File: src/rtl/timer_readout_pkg.sv
// Shared types and constants for the timer readout controller.
// Contents: FSM state enum, result-record word indices, record length.
// Optional feature macro: TIMER_READOUT_AVG_EN (adds an average word to the record).
package timer_readout_pkg;

  typedef enum logic [2:0] {
    StIdle,
    StArm,
    StWait,
    StCapture,
    StReport
  } state_e;

  // Result record word indices, in emission order.
  localparam logic [2:0] W_CNT = 3'd0;
  localparam logic [2:0] W_MIN = 3'd1;
  localparam logic [2:0] W_MAX = 3'd2;
  localparam logic [2:0] W_SUM = 3'd3;
  localparam logic [2:0] W_AVG = 3'd4;

`ifdef TIMER_READOUT_AVG_EN
  localparam int unsigned RES_WORDS = 5;
`else
  localparam int unsigned RES_WORDS = 4;
`endif

  localparam logic [2:0] W_LAST = 3'(RES_WORDS - 1);

endpackage

File: src/rtl/timer_stat_acc.sv
// Running statistics over timer captures: minimum, maximum and saturating sum.
// Ports:
//   clk, rst_n  - clock, synchronous active-low reset
//   clr_i       - restart statistics (min=all-ones, max=0, sum=0)
//   upd_i       - fold val_i into the statistics
//   val_i       - captured timer value
//   min_o/max_o/sum_o - current statistics
module timer_stat_acc #(
  parameter int unsigned TW = 32
) (
  input  logic          clk,
  input  logic          rst_n,
  input  logic          clr_i,
  input  logic          upd_i,
  input  logic [TW-1:0] val_i,
  output logic [TW-1:0] min_o,
  output logic [TW-1:0] max_o,
  output logic [TW-1:0] sum_o
);

  logic [TW-1:0] min_d, min_q;
  logic [TW-1:0] max_d, max_q;
  logic [TW-1:0] sum_d, sum_q;
  logic [TW:0]   sum_ext;

  always_comb begin
    min_d   = min_q;
    max_d   = max_q;
    sum_d   = sum_q;
    sum_ext = {1'b0, sum_q} + {1'b0, val_i};
    if (clr_i) begin
      min_d = '1;
      max_d = '0;
      sum_d = '0;
    end else if (upd_i) begin
      if (val_i < min_q) min_d = val_i;
      if (val_i > max_q) max_d = val_i;
      // Carry out of the TW-bit add means overflow: clamp to all-ones.
      sum_d = sum_ext[TW] ? '1 : sum_ext[TW-1:0];
    end
  end

  always_ff @(posedge clk) begin
    if (!rst_n) begin
      min_q <= '1;
      max_q <= '0;
      sum_q <= '0;
    end else begin
      min_q <= min_d;
      max_q <= max_d;
      sum_q <= sum_d;
    end
  end

  assign min_o = min_q;
  assign max_o = max_q;
  assign sum_o = sum_q;

endmodule

File: src/rtl/timer_readout.sv
// Batch controller and reader for a cycle-measurement timer. Restarts the timer RUNS times via
// its reset, captures tim on finish, reduces to count/min/max/sum and streams the record over a
// valid/ready port.
// Ports:
//   clk, rst_n             - clock, synchronous active-low reset
//   start                  - pulse, begins a batch when idle
//   busy                   - batch in progress (until last word handshake)
//   tmr_rst_n              - registered reset to the timer (low = hold/restart)
//   tmr_finish, tmr_tim    - timer done flag and elapsed count
//   res_valid/ready/data/last - result word stream
//   err_timeout            - some run in this batch hit the watchdog
// Optional feature macro: TIMER_READOUT_AVG_EN appends word 4 = sum >> log2(RUNS).
module timer_readout
  import timer_readout_pkg::*;
#(
  parameter int unsigned TW      = 32,
  parameter int unsigned RUNS    = 4,
  parameter int unsigned TIMEOUT = 4096
) (
  input  logic          clk,
  input  logic          rst_n,
  input  logic          start,
  output logic          busy,
  output logic          tmr_rst_n,
  input  logic          tmr_finish,
  input  logic [TW-1:0] tmr_tim,
  output logic          res_valid,
  input  logic          res_ready,
  output logic [TW-1:0] res_data,
  output logic          res_last,
  output logic          err_timeout
);

  localparam int unsigned CntW = $clog2(RUNS + 1);
  localparam int unsigned WdW  = $clog2(TIMEOUT + 1);
`ifdef TIMER_READOUT_AVG_EN
  localparam int unsigned RunsLog2 = $clog2(RUNS);
`endif

  state_e          state_d, state_q;
  logic [CntW-1:0] run_cnt_d, run_cnt_q;
  logic [WdW-1:0]  wdog_d, wdog_q;
  logic [TW-1:0]   tim_d, tim_q;
  logic [2:0]      widx_d, widx_q;
  logic            busy_d, busy_q;
  logic            tmr_rst_n_d, tmr_rst_n_q;
  logic            res_valid_d, res_valid_q;
  logic [TW-1:0]   res_data_d, res_data_q;
  logic            res_last_d, res_last_q;
  logic            err_d, err_q;

  logic            acc_clr, acc_upd;
  logic [TW-1:0]   acc_min, acc_max, acc_sum;
  logic [CntW-1:0] cnt_inc;
  logic [2:0]      sel_idx;
  logic [TW-1:0]   sel_word;

  timer_stat_acc #(
    .TW(TW)
  ) u_acc (
    .clk  (clk),
    .rst_n(rst_n),
    .clr_i(acc_clr),
    .upd_i(acc_upd),
    .val_i(tim_q),
    .min_o(acc_min),
    .max_o(acc_max),
    .sum_o(acc_sum)
  );

  assign cnt_inc = run_cnt_q + CntW'(1);

  // Word to load next: word 0 on REPORT entry, otherwise the one after the word on the bus.
  always_comb begin
    sel_idx  = res_valid_q ? (widx_q + 3'd1) : W_CNT;
    sel_word = '0;
    case (sel_idx)
      W_CNT:   sel_word = TW'(run_cnt_q);
      W_MIN:   sel_word = acc_min;
      W_MAX:   sel_word = acc_max;
      W_SUM:   sel_word = acc_sum;
`ifdef TIMER_READOUT_AVG_EN
      W_AVG:   sel_word = acc_sum >> RunsLog2;
`endif
      default: sel_word = '0;
    endcase
  end

  always_comb begin
    state_d     = state_q;
    run_cnt_d   = run_cnt_q;
    wdog_d      = wdog_q;
    tim_d       = tim_q;
    widx_d      = widx_q;
    busy_d      = busy_q;
    res_valid_d = res_valid_q;
    res_data_d  = res_data_q;
    res_last_d  = res_last_q;
    err_d       = err_q;
    acc_clr     = 1'b0;
    acc_upd     = 1'b0;

    unique case (state_q)
      StIdle: begin
        if (start) begin
          state_d   = StArm;
          run_cnt_d = '0;
          err_d     = 1'b0;
          acc_clr   = 1'b1;
          busy_d    = 1'b1;
        end
      end
      StArm: begin
        wdog_d  = '0;
        state_d = StWait;
      end
      StWait: begin
        wdog_d = wdog_q + WdW'(1);
        // Finish takes priority over a watchdog expiry in the same cycle.
        if (tmr_finish) begin
          tim_d   = tmr_tim;
          state_d = StCapture;
        end else if (wdog_q == WdW'(TIMEOUT - 1)) begin
          err_d   = 1'b1;
          state_d = StReport;
        end
      end
      StCapture: begin
        acc_upd   = 1'b1;
        run_cnt_d = cnt_inc;
        state_d   = (cnt_inc == CntW'(RUNS)) ? StReport : StArm;
      end
      StReport: begin
        if (!res_valid_q) begin
          res_valid_d = 1'b1;
          widx_d      = sel_idx;
          res_data_d  = sel_word;
          res_last_d  = (sel_idx == W_LAST);
        end else if (res_ready) begin
          if (res_last_q) begin
            res_valid_d = 1'b0;
            res_last_d  = 1'b0;
            busy_d      = 1'b0;
            state_d     = StIdle;
          end else begin
            widx_d     = sel_idx;
            res_data_d = sel_word;
            res_last_d = (sel_idx == W_LAST);
          end
        end
      end
      default: state_d = StIdle;
    endcase

    // Registered so the timer sees reset through ARM plus the cycle before it.
    tmr_rst_n_d = (state_d == StWait);
  end

  always_ff @(posedge clk) begin
    if (!rst_n) begin
      state_q     <= StIdle;
      run_cnt_q   <= '0;
      wdog_q      <= '0;
      tim_q       <= '0;
      widx_q      <= W_CNT;
      busy_q      <= 1'b0;
      tmr_rst_n_q <= 1'b0;
      res_valid_q <= 1'b0;
      res_data_q  <= '0;
      res_last_q  <= 1'b0;
      err_q       <= 1'b0;
    end else begin
      state_q     <= state_d;
      run_cnt_q   <= run_cnt_d;
      wdog_q      <= wdog_d;
      tim_q       <= tim_d;
      widx_q      <= widx_d;
      busy_q      <= busy_d;
      tmr_rst_n_q <= tmr_rst_n_d;
      res_valid_q <= res_valid_d;
      res_data_q  <= res_data_d;
      res_last_q  <= res_last_d;
      err_q       <= err_d;
    end
  end

  assign busy        = busy_q;
  assign tmr_rst_n   = tmr_rst_n_q;
  assign res_valid   = res_valid_q;
  assign res_data    = res_data_q;
  assign res_last    = res_last_q;
  assign err_timeout = err_q;

endmodule

File: config.mk
export PLATFORM = sky130hd
export DESIGN_NAME = timer_readout
export DESIGN_NICKNAME = d
export VERILOG_FILES = /design/src/rtl/timer_readout_pkg.sv /design/src/rtl/timer_stat_acc.sv /design/src/rtl/timer_readout.sv
export SDC_FILE = /design/constraint.sdc
export NUM_CORES = 1
export LEC_CHECK = 0
export BUFFER_PORTS_ARGS = -buffer_cell sky130_fd_sc_hd__clkbuf_2
export CAP_MARGIN = 20
export CORE_MARGIN = 5
export CORE_UTILIZATION = 61
export DETAILED_ROUTE_END_ITERATION = 10
export HOLD_SLACK_MARGIN = 0.12
export PLACE_DENSITY = 0.81
export SLEW_MARGIN = 10
export SYNTH_ARGS = -nofsm -noshare
export SYNTH_HDL_FRONTEND = slang
export SYNTH_HIERARCHICAL = 1
export SYNTH_SLANG_ARGS = --single-unit
File: constraint.sdc
create_clock -name clk -period 3.3 [get_ports clk]
set_input_delay 0.33 -clock clk [delete_from_list [all_inputs] [get_ports clk]]
set_output_delay 0.33 -clock clk [all_outputs]
set_load 0.005 [all_outputs]
; After elaboration in Yosys (flattened, before gate mapping)
; Cells that the tools add are included.
; Widths: inputs -> output; s select.
[classes]
mux = 38
n_addsub = 4
eq_ne = 18
n_lt_le_gt_ge = 2
bitwise = 1
reduce_logical = 15
[op_table]
columns = cell, count
row1 = $mux 32, 4
row2 = $pmux 32 s4, 1
row3 = $mux 3, 12
row4 = $add 32x32->33, 1
row5 = $gt 32x32->1, 1
row6 = $lt 32x32->1, 1
row7 = $pmux 13 s2, 1
row8 = $mux 1, 16
row9 = $ne 2x2->1 const B, 8
row10 = $eq 3x2->1 const B, 5
row11 = $pmux 3 s5, 1
row12 = $add 13x1->13 const B, 1
row13 = $eq 13x12->1 const B, 1
row14 = $reduce_and 2->1, 5
row15 = $reduce_bool 2->1, 4
row16 = $add 3x1->3 const B, 2
row17 = $eq 3x1->1 const B, 2
row18 = $eq 3x3->1 const B, 2
row19 = $logic_not 3->1, 2
row20 = $pmux 3 s2, 1
row21 = $reduce_and 5->1, 1
row22 = $pmux 1 s2, 2
row23 = $reduce_and 4->1, 1
row24 = $reduce_and 3->1, 1
row25 = other kinds (2), 2
[totals]
inputBits = 37
register_bits = 187
output_inout_bits = 37

; Logic depth before layout (Yosys ltp)
[logic_depth]
depth_word = 7
mapped_depth = 11

; Hierarchy
; Netlist, hierarchy kept.
[by_module_without_submodules]
columns = mod, instances, area_each_um2, seq_area_each_um2, cells_each
row1 = timer_stat_acc, 1, 6652.6, 1921.8, 801
row2 = timer_readout, 1, 4175.3, 1821.7, 466

; Worst setup path before layout
; Ideal clock, no wire load.
[synth_path]
kind = register to register
from = register tim_q[0]
to = register u_acc.sum_q[10], in the netlist u_acc/sum_o[10]
setup_ns = 0.133
slack_ns = 0.597
path_stages_with_launch = 12
path_buffers = 2
arrival_time_ns = 2.571
path_cell_list = dfxtp_1 ha_1 fa_1 a211oi_1 o211ai_1 nand2_1 o211ai_1 a211oi_1 o21a_1 buf_2 buf_1 a21oi_1
[synth_via]
elab_chain_cells = 2
[synth_lines]
columns = element, line_no
row1 = start: declaration, timer_readout.sv:43  ; logic [TW-1:0] tim_d, tim_q;
row2 = start signal: assignment, timer_readout.sv:176  ; tim_q <= tim_d;
row3 = $add 32x32->33, timer_stat_acc.sv:30  ; sum_ext = {1'b0, sum_q} + {1'b0, val_i};
row4 = $mux 32, timer_stat_acc.sv:39  ; sum_d = sum_ext[TW] ? '1 : sum_ext[TW-1:0];
row5 = end signal: assignment, timer_stat_acc.sv:51  ; sum_q <= sum_d;
row6 = end: declaration, timer_stat_acc.sv:23  ; logic [TW-1:0] sum_d, sum_q;
; No other way between the ends.
; A chain may end at the register's enable or synchronous reset.

; Worst setup path in the final report
[layout_path]
from = register tim_q[0]
to = register u_acc.sum_q[18], in the netlist u_acc/sum_o[18]
; Same word-level chain as after synthesis.

==> summary.txt <==
CTS
  – Clk slew on worst S/H paths: 0.08 ns
  – Count of cells resized by post-cts repair: 0
  – Worst skew pair latency: 0.44 ns
  – CTS tree: yes
  – Max clock buf depth: 2
  – H-tree Lvls: 4
  – Total clock sinks: 187
  – TritonCTS Buffers: 17
  – Root Driver: clkbuf_16

Yosys
  – Largest cells by area after synthesis: dfxtp_1, ha_1, mux2i_1, a21oi_1, nand2_1
  – Register area share after synthesis: 34.6%
  – Synth top area share: 34.6%
  – Synthesized net count: 1404
  – Unique cell type count in the Yosys netlist: 79
  – Compound-gate portion of the synthesized area: 25.6%
  – Yosys reg bits: 187
  – Post-synthesis simple-gate area fraction: 14.1%
  – Fraction of synthesized area in multiplexers: 6.03%
  – Mean Syn Cell Area: 8.55 um^2
  – Synth async-reset ratio: 0%
  – Area leader, netlist: dfxtp_1
  – Number of flops mapped to enable cells by yosys: 0
  – Cell Area, Synth: 10800 um^2
  – Post-Synth XOR/XNOR Area: 2.51%
  – Syn Inst Count: 1267
  – Largest family of logic cells by synthesized area: compound AO/OA/AOI/OAI gates
  – Ys flop type: dfxtp_1
  – Adder and majority gate portion of the synthesized area: 11.6%
  – Syn. warnings: 6

Cells and area
  – Layout Nets: 1466
  – # diodes: 0
  – Layout cells sized above 1: 11.6%
  – Area grow syn2layout: 12.5%
  – Multi-input logic area: 6510 um^2
  – FILL cells: 1379
  – Register Area: 3740 um^2

Die
  – I/O pins: 74
  – Site Rows: 48
  – Chip width: 143 um
  – Die height: 143 um
  – Core Box Area: 17400 um^2
  – Initial core utilization: 62.4%
  – DIE AREA: 20500 um^2

Worst setup path
  – Cell family with most CP delay: compound AO/OA/AOI/OAI gates
  – Crit end category: register
  – Crit path buf inv count: 1
  – Worst path required time: 3.61 ns
  – Worst-path cell chain: ha_1 > fa_1 > a211oi_1 > o211ai_1 > nand2_1 > o211ai_1 > a211oi_1 > o21a_1 > buf_4 > a21oi_1
  – Startpoint types: register
  – Slowest cell delay on critical path: 0.44 ns
  – CP max-delay cell: fa_1
  – Crit Path Class: register to register
  – CP arrival: 3.42 ns
  – Crit Path Max Fanout: 16

Drt
  – DR vias: 9660
  – DR iter-0 viols: 878
  – Drt wl/cell: 18.4 um
  – Pre-Repair DR Iteration Count: 7
  – Via/cell ratio: 6.17
  – Residual DRC: 0
  – Routed wire length: 28900 um
  – Detail Route Antenna Nets: 0

Pwr
  – Peak supply drop: 0.453 mV
  – Leakage: 5.37 nW
  – Pwr dens: 409 nW/um^2

GRT
  – Antenna violations before repair: 0
  – First-pass GRT wire length: 47300 um
  – Vias in the first global route: 9379
  – Overflow after GRT: 0
  – Gr usage total: 28.3%
  – Largest net degree at the start of global routing: 97

Placement
  – PortBufs: 73
  – Post-Place Worst Slack: 0.284 ns
  – Placer Congestion: 0.953
  – HPWL after DPL: 19200 um

STA
  – Setup_tns: 0 ns
  – Final setup viols: 0
  – Clock Skew: 0.0120 ns
  – Max-slew headroom: 41.3%
  – Slew of the pin with the lowest slew margin: 0.881 ns
  – RSZ-0062 raised after global routing: false
  – Worst Setup Slack, final: 0.192 ns
  – Final-report max-slew violation count: 0
  – Final min period: 3.11 ns
  – Final Cycle Share: 94.2%
  – FMAX: 322 MHz
  – Hold Vio Cnt, Final: 0

Outcome
  – Status: completed

Job
  – Max-cap violations: 0

Worst hold path
  – Worst hold path class: primary input to register
==> synthesized netlist by cell type, types with 4 or more instances <==
cell,number
dfxtp_1,187
nand2_1,144
a21oi_1,120
ha_1,99
o21ai_0,87
inv_1,72
mux2i_1,63
clkbuf_1,58
nor2_1,45
nand3_1,43
a21o_1,31
o2bb2ai_1,31
a22o_1,28
nand4_1,22
a21boi_0,21
xor2_1,17
xnor2_1,14
a21boi_1,12
a211oi_1,9
a31oi_1,9
buf_2,9
nor2b_1,9
nor3_1,8
o21bai_1,8
o221a_2,6
and2_1,5
buf_1,5
nand2b_1,5
nand3b_1,5
nor3b_1,5
o211ai_1,5
o21a_1,5
o31ai_1,5
o31ai_2,4
==> metrics by stage <==
step | area, um^2 | util (%) | hold slack [ns] | std cells | power (W)
2_1_floorplan | 10800 | - | 0.448 | 1267 | 0.00276
3_3_place_gp | 11400 | 65.6 | 0.461 | 1511 | 0.00300
3_5_place_dp | 11400 | 65.6 | 0.464 | 1511 | 0.00302
4_1_cts | 12200 | 70.2 | 0.121 | 1566 | 0.00498
5_1_grt | 12200 | 70.2 | 0.133 | 1566 | 0.00514
6_report | 12200 | 70.2 | 0.131 | 1566 | 0.00498
==> cell families (layout without fill, tap and decap cells) <==
| kind of cell | Yosys count | after routing |
|---|---|---|
| AOI/OAI and AO/OA | 416 | 416 |
| xor gates and xnor gates | 31 | 31 |
| adders and majority gates | 100 | 100 |
| buffers and inverters | 150 | 224 |
| DFF | 187 | 187 |
| muxes | 65 | 65 |
| and+or+nand+nor | 318 | 318 |
==> registers in the layout, summed over array words and instances (netlist names), 3 cells and up <==
signal,flops
wdog_q,13
run_cnt_q,3
u_acc/max_o,32
tim_q,32
state_q,3
res_data,32
u_acc/min_o,32
u_acc/sum_o,32
widx_q,3
==> cell usage in the layout (no fill, tap or decap), drive strengths merged, types with 5 or more instances in the layout <==
cell type    synthesis  final
o21a                 5      5
o221a                6      6
clkinvlp             0      5
mux2i               63     63
nand3               43     43
inv                 74     77
a21o                31     31
clkbuf              58     90
o21ai               90     90
a22o                29     29
nand4               22     22
a211oi               9      9
nor3                 9      9
ha                  99     99
xnor2               14     14
nor3b                6      6
o21bai               8      8
clkinv               0      5
dfxtp              187    187
nor2b                9      9
nand2b               5      5
o31ai                9      9
nor2                46     46
nand2              144    144
nand3b               5      5
and3                 5      5
a31oi                9      9
buf                 18     22
a21boi              33     33
o211ai               5      5
dlygate4sd3          0     24
xor2                17     17
and2                 5      5
a21oi              122    122
o2bb2ai             31     31
==> timing repair <==
item | in CTS | in global routing
hold buffers | 24 | 0
setup buffers | 0 | 0
hold endpoints to repair | 24 | 0
==> metal layers <==
metal | share of wire (%) | GRT usage, % | vias up
met5 | 0 | 0 | -
met4 | 2.1 | 8.18 | 0
met3 | 5.6 | 4.72 | 45
met2 | 48 | 48.5 | 326
met1 | 44 | 36.9 | 4583
li1 | - | - | 4706
==> power breakdown <==
group / switching, W / internal (W) / leakage (nW)
Clock: 0.000932 / 0.00104 / 0.258
Sequential: 0.0000442 / 0.00229 / 1.51
Combinational: 0.000439 / 0.000233 / 3.60
==> worst min-delay path: cells and delay by family <==
family | cells | cell delay [ns]
compound gates | 1 | 0.06
buf+inv | 1 | 0.08
simple gates | 1 | 0.05
==> final timing paths <==
path	from	to	slack, ns	cells after the start
max	tim_q[0]	u_acc/sum_o[18]	0.19	10
min	tmr_tim[30]	tim_q[30]	0.13	3
max reg2reg	tim_q[0]	u_acc/sum_o[18]	0.19	10
min reg2reg	res_data[25]	res_data[25]	0.48	1
==> cell type report <==
type	instances	area share, %
Timing Repair Buffer	119	6.74
Clock buffer	17	3.49
Sequential cell	187	30.7
Tap cell	225	2.31
Multi-Input combinational cell	930	53.4
Clock inverter	14	1.01
Inverter	74	2.28
(Power assumes the default switching activity.)
